### config.mk
export PLATFORM = sky130hd
export DESIGN_NAME = control_cmd_dispatch
export DESIGN_NICKNAME = d
export VERILOG_FILES = /design/src/rtl/control_cmd_dispatch.sv
export SDC_FILE = /design/constraint.sdc
export NUM_CORES = 1
export LEC_CHECK = 0
export ABC_AREA = 0
export CORE_MARGIN = 2
export CORE_UTILIZATION = 36
export DETAILED_ROUTE_END_ITERATION = 12
export PLACE_DENSITY_LB_ADDON = 0.25
export SKIP_LAST_GASP = 1
export SYNTH_ARGS = -nofsm -noshare
export SYNTH_HDL_FRONTEND = slang
export SYNTH_SLANG_ARGS = --single-unit
### constraint.sdc
create_clock -name clk -period 2.25 [get_ports clk]
set_input_delay 0.45 -clock clk [delete_from_list [all_inputs] [get_ports clk]]
set_output_delay 0.45 -clock clk [all_outputs]
set_load 0.02 [all_outputs]
### src/rtl/control_cmd_dispatch.sv
// Command sequencer: decodes opcode bytes, forwards payload strobes to one
// handler, and muxes that handler onto the shared frame-buffer write port.
module control_cmd_dispatch #(
  parameter int unsigned                  NUM_SUBCMDS     = 4,
  parameter logic [NUM_SUBCMDS*8-1:0]     OPCODE_MAP      = {8'h04, 8'h03, 8'h02, 8'h01},
  parameter int unsigned                  TIMEOUT_CYCLES  = 65535,
  parameter int unsigned                  BYTES_PER_PIXEL = 3,
  parameter int unsigned                  PIXEL_HEIGHT    = 16,
  parameter int unsigned                  PIXEL_WIDTH     = 32,
  localparam int unsigned RW = (PIXEL_HEIGHT    > 1) ? $clog2(PIXEL_HEIGHT)    : 1,
  localparam int unsigned CW = (PIXEL_WIDTH     > 1) ? $clog2(PIXEL_WIDTH)     : 1,
  localparam int unsigned PW = (BYTES_PER_PIXEL > 1) ? $clog2(BYTES_PER_PIXEL) : 1
) (
  input  logic                      clk,
  input  logic                      reset,
  input  logic [7:0]                data_in,
  input  logic                      enable,
  output logic [NUM_SUBCMDS-1:0]    sub_enable,
  output logic [NUM_SUBCMDS-1:0]    sub_abort,
  input  logic [NUM_SUBCMDS-1:0]    sub_done,
  input  logic [NUM_SUBCMDS-1:0]    sub_we,
  input  logic [NUM_SUBCMDS-1:0]    sub_as,
  input  logic [NUM_SUBCMDS*RW-1:0] sub_row,
  input  logic [NUM_SUBCMDS*CW-1:0] sub_column,
  input  logic [NUM_SUBCMDS*PW-1:0] sub_pixel,
  input  logic [NUM_SUBCMDS*8-1:0]  sub_data,
  output logic [RW-1:0]             row,
  output logic [CW-1:0]             column,
  output logic [PW-1:0]             pixel,
  output logic [7:0]                data_out,
  output logic                      ram_write_enable,
  output logic                      ram_access_start,
  output logic                      busy,
  output logic [NUM_SUBCMDS-1:0]    active_sel,
  output logic                      cmd_done,
  output logic                      err_unknown,
  output logic                      err_timeout
);

  localparam int unsigned SELW = (NUM_SUBCMDS > 1) ? $clog2(NUM_SUBCMDS) : 1;
  localparam int unsigned WDW  = $clog2(TIMEOUT_CYCLES + 1);

  typedef enum logic {IDLE, ACTIVE} state_t;

  state_t          state;
  logic [SELW-1:0] sel;
  logic [WDW-1:0]  wdog;
  logic            as_prev;
  logic            as_out;

  logic            match_found;
  logic [SELW-1:0] match_idx;
  logic            sel_done;
  logic            expire;
  logic            decode_now;

  // Descending scan so the lowest matching index is the last assignment.
  always_comb begin
    match_found = 1'b0;
    match_idx   = '0;
    for (int unsigned i = NUM_SUBCMDS; i > 0; i--) begin
      if (data_in == OPCODE_MAP[(i-1)*8 +: 8]) begin
        match_found = 1'b1;
        match_idx   = SELW'(i - 1);
      end
    end
  end

  assign sel_done   = (state == ACTIVE) && sub_done[sel];
  assign expire     = (state == ACTIVE) && (wdog == WDW'(TIMEOUT_CYCLES)) && !sel_done;
  // A strobe in the done cycle is the next opcode, so it is decoded, not forwarded.
  assign decode_now = enable && ((state == IDLE) || sel_done);

  // Status pulses are combinational from registered state so they line up
  // with the cycle in which the triggering condition is seen.
  assign busy             = (state == ACTIVE);
  assign cmd_done         = sel_done;
  assign err_unknown      = decode_now && !match_found;
  assign err_timeout      = expire;
  assign ram_access_start = as_out;

  always_comb begin
    sub_enable       = '0;
    sub_abort        = '0;
    active_sel       = '0;
    row              = '0;
    column           = '0;
    pixel            = '0;
    data_out         = '0;
    ram_write_enable = 1'b0;
    if (state == ACTIVE) begin
      sub_enable[sel]  = enable && !sel_done;
      sub_abort[sel]   = expire;
      active_sel[sel]  = 1'b1;
      row              = sub_row[sel*RW +: RW];
      column           = sub_column[sel*CW +: CW];
      pixel            = sub_pixel[sel*PW +: PW];
      data_out         = sub_data[sel*8 +: 8];
      ram_write_enable = sub_we[sel];
    end
  end

  always_ff @(posedge clk or posedge reset) begin
    if (reset) begin
      state   <= IDLE;
      sel     <= '0;
      wdog    <= '0;
      as_prev <= 1'b0;
      as_out  <= 1'b0;
    end else begin
      if ((state == ACTIVE) && (sub_as[sel] != as_prev)) begin
        as_out  <= ~as_out;
        as_prev <= sub_as[sel];
      end
      // Resampling as_prev on selection keeps a handler switch from flipping the RAM toggle.
      if (decode_now && match_found) begin
        state   <= ACTIVE;
        sel     <= match_idx;
        as_prev <= sub_as[match_idx];
        wdog    <= '0;
      end else if (sel_done || expire) begin
        state <= IDLE;
        wdog  <= '0;
      end else if (state == ACTIVE) begin
        if (enable)
          wdog <= '0;
        else if (wdog != WDW'(TIMEOUT_CYCLES))
          wdog <= wdog + WDW'(1);
      end
    end
  end

endmodule

==> impl_metrics.tcl <==
set metrics [dict create \
    status "complete, but fails checks" \
    violations "setup timing" \
    area_growth_pct 103.9 \
    setup_viol 34 \
    rsz0062_at_grt "yes" \
    cts_buffer_depth 2 \
    numCtsBuffers 3 \
    fin_crit_sh_pct 107.8 \
    yosys-top-cells-area "dfrtp_1, mux4_2, and2_1, o21ai_0, nand2_1" \
    dp_cells 461 \
    hold_viol_final 0 \
    worst_slack_ns -0.1749 \
    hold_buffers 0 \
    wirelength_um 8458 \
    p_total_mw 1.202 \
    power_leakage_nw 1.720 \
    cp_slowest_cell "mux4_2" \
    worstPathCellList "buf_4 -> clkbuf_16 -> mux4_2 -> and2_1 -> dlygate4sd2_1" \
    stdcell_count 474 \
    vias_per_cell 5.454 \
    synth_cell_types 37 \
    synth-edff-count 0 \
    design_area_um2 4075 \
    rows 27 \
    place_hpwl_um 6642 \
    cts_max_level 1 \
    yosys-top-cells-count "o21ai_0, mux4_2, and2_1, dfrtp_1, nand2_1" \
    ys.flop_type "dfrtp_1" \
    endpoint_kind "output pin" \
    ys_seq_area_share_pct 26.30 \
    max_stage_delay_ns 0.48 \
    cp_max_fo 5 \
    ff2ff_path_depth 8 \
    dr_total_vias 2585 \
    grt_pass1_vias 2498 \
    syn_area_um2 1998 \
    cts.sink_count 21 \
    wl_per_cell_um 17.84 \
    peakVddDrop_mv 0.1977 \
    synthArstFlopShare_pct 100.0 \
    timing.hold.ws_ns 0.4872 \
    start_util_pct 36.74 \
    drc 0 \
    clk_pin_slew_worst_paths_ns 0.08 \
    fmax_ghz 0.4124 \
    critPathRequiredTime_ns 1.80 \
    io_pins 136 \
    crit_arrival_ns 1.97 \
    die_x_um 78.50 \
    multi_input_comb_area_um2 1548 \
    die_y_um 78.50 \
    syn_area_per_cell_um2 9.166 \
    grt_max_degree 17 \
    dieArea_um2 6162 \
    grt_first_pass_wirelength_um 12810 \
    final_nets 503 \
    synthCells 218 \
    cts_tree "built" \
    rrSetupSlack_ns -0.13 \
    diodes 0 \
    worst_pin_slew_ns 0.8741 \
    core_region_area_um2 5439 \
    cts_root_buffer "clkbuf_8" \
    seq_area_um2 526.8 \
    syn_nets 318 \
    drt_iter0_drc 92 \
    nFillCells 403 \
    synth_top_area_cell "dfrtp_1" \
    worstSetupPathType "register to output pin" \
    placed_area_um2 3785 \
    grt_overflow 0 \
    relSlewSlack_pct 41.28 \
    routabilityCongestion 0.9417 \
    ant_nets 0 \
    grt_use_total_pct 26.81 \
    numPortBuffers 135 \
    p_per_area_nw_per_um2 295.0 \
    drtPass1Iterations 4 \
    period_minus_slack_ns 2.425 \
    synth.ff_latch_count 21 \
    start_kind "register" \
    min-delay-path-class "input pin to asynchronous set/reset pin" \
    skew_ns 0.005183 \
    cap_violations 0 \
    slew_viol_final 0 \
    synth-warning-count 0 \
    insertion_delay_ns 0.27 \
    drive_gt1_share_pct 35.32 \
    grt_antenna_before_repair 0 \
    synth_top_area_share_pct 26.30 \
    synth_most_common_cell "o21ai_0" \
    fin_setup_tns_ns -3.520 \
]
area by class of cell:
| type | instances | area share [%] |
|---|---|---|
| tap | 72 | 2.211 |
| inverter | 11 | 1.013 |
| timing repair buffer | 195 | 44.77 |
| clock buffer | 4 | 1.105 |
| sequential | 21 | 12.93 |
| multi-input combinational | 171 | 37.98 |
report_power, final:
group / internal (mW) / switching, mW / total (mW)
Combinational: 0.311 / 0.168 / 0.479
Clock: 0.127 / 0.133 / 0.260
Sequential: 0.427 / 0.0361 / 0.463
Total: 0.865 / 0.338 / 1.20
worst paths after layout:
| check | to | from |
|---|---|---|
| worst max-delay path | data_out[5] | sel[0] |
| worst min-delay path | wdog[6] | reset |
| worst max register to register | wdog[3] | sel[0] |
| worst min register to register | ram_access_start | ram_access_start |
| max in group asynchronous | wdog[2] | reset |
| min in group clk | ram_access_start | ram_access_start |
repair_timing:
action                                  in CTS  in global routing
gates resized for setup                    124                 47
buffers inserted                             5                  3
endpoints found under the setup margin      47                 46
pin swaps                                    7                  7
cloned                                       1                  1
layer usage:
| layer | vias to the layer above | share of wire (%) | track usage, % |
|---|---|---|---|
| met5 | - | 0 | 0 |
| met4 | 0 | 2.8 | 9.298 |
| met3 | 19 | 7.9 | 7.816 |
| met2 | 124 | 49 | 45.73 |
| met1 | 1245 | 40 | 32.18 |
| li1 | 1197 | - | - |
critical path, delay by kind of cell, from the launching register on:
kind | cells | cell delay (ns)
muxes | 1 | 0.48
DFF | 1 | 0.37
and+or+nand+nor | 1 | 0.17
buffers and inverters | 3 | 0.68
layout by cell type, fill, tap and decap left out, types with 3 or more instances in the layout:
master / netlist / routed
and2_1: 21 / 20
dfrtp_1: 21 / 20
nor2_1: 12 / 8
clkdlybuf4s50_1: 0 / 96
buf_4: 0 / 57
nor2_4: 0 / 3
o21ai_2: 0 / 5
inv_1: 11 / 10
mux4_2: 22 / 22
or3_1: 5 / 4
nand3_1: 6 / 6
buf_2: 3 / 4
o21ai_0: 24 / 11
clkdlybuf4s15_2: 0 / 6
nand4_1: 6 / 6
a21oi_1: 9 / 9
o21ai_1: 0 / 8
o211ai_1: 4 / 4
nor3_4: 0 / 4
nor3_1: 11 / 5
dlygate4sd2_1: 0 / 17
nand2_1: 16 / 15
buf_6: 1 / 9
o31ai_2: 0 / 3
nand2b_1: 5 / 3
clkbuf_8: 0 / 3
state kept, by name (all words and copies together), names as in the netlist:
register	flops
wdog	16
sel	2
as_prev	1
busy	1
ram_access_start	1
through the flow:
| step | util, % | setup WS [ns] |
|---|---|---|
| 2_1_floorplan | - | -0.1202 |
| 3_3_place_gp | 69.59 | -0.7237 |
| 3_5_place_dp | 69.59 | -0.7759 |
| 4_1_cts | 72.35 | -0.1788 |
| 5_1_grt | 74.93 | -0.2182 |
| 6_report | 74.93 | -0.1749 |
kinds of logic (layout without fill, tap and decap cells):
group | after synthesis | count (layout) | synth area share [%]
AO/OA/AOI/OAI | 52 | 52 | 16.03
XOR/XNOR | 4 | 4 | 1.754
adder cells (fa/ha/maj) | 1 | 1 | 0.6261
buffers and inverters | 26 | 210 | 5.447
flip-flops | 21 | 21 | 26.30
multiplexers | 24 | 24 | 25.80
AND/OR/NAND/NOR | 90 | 90 | 24.05
Power figures use the tool's default switching activity.
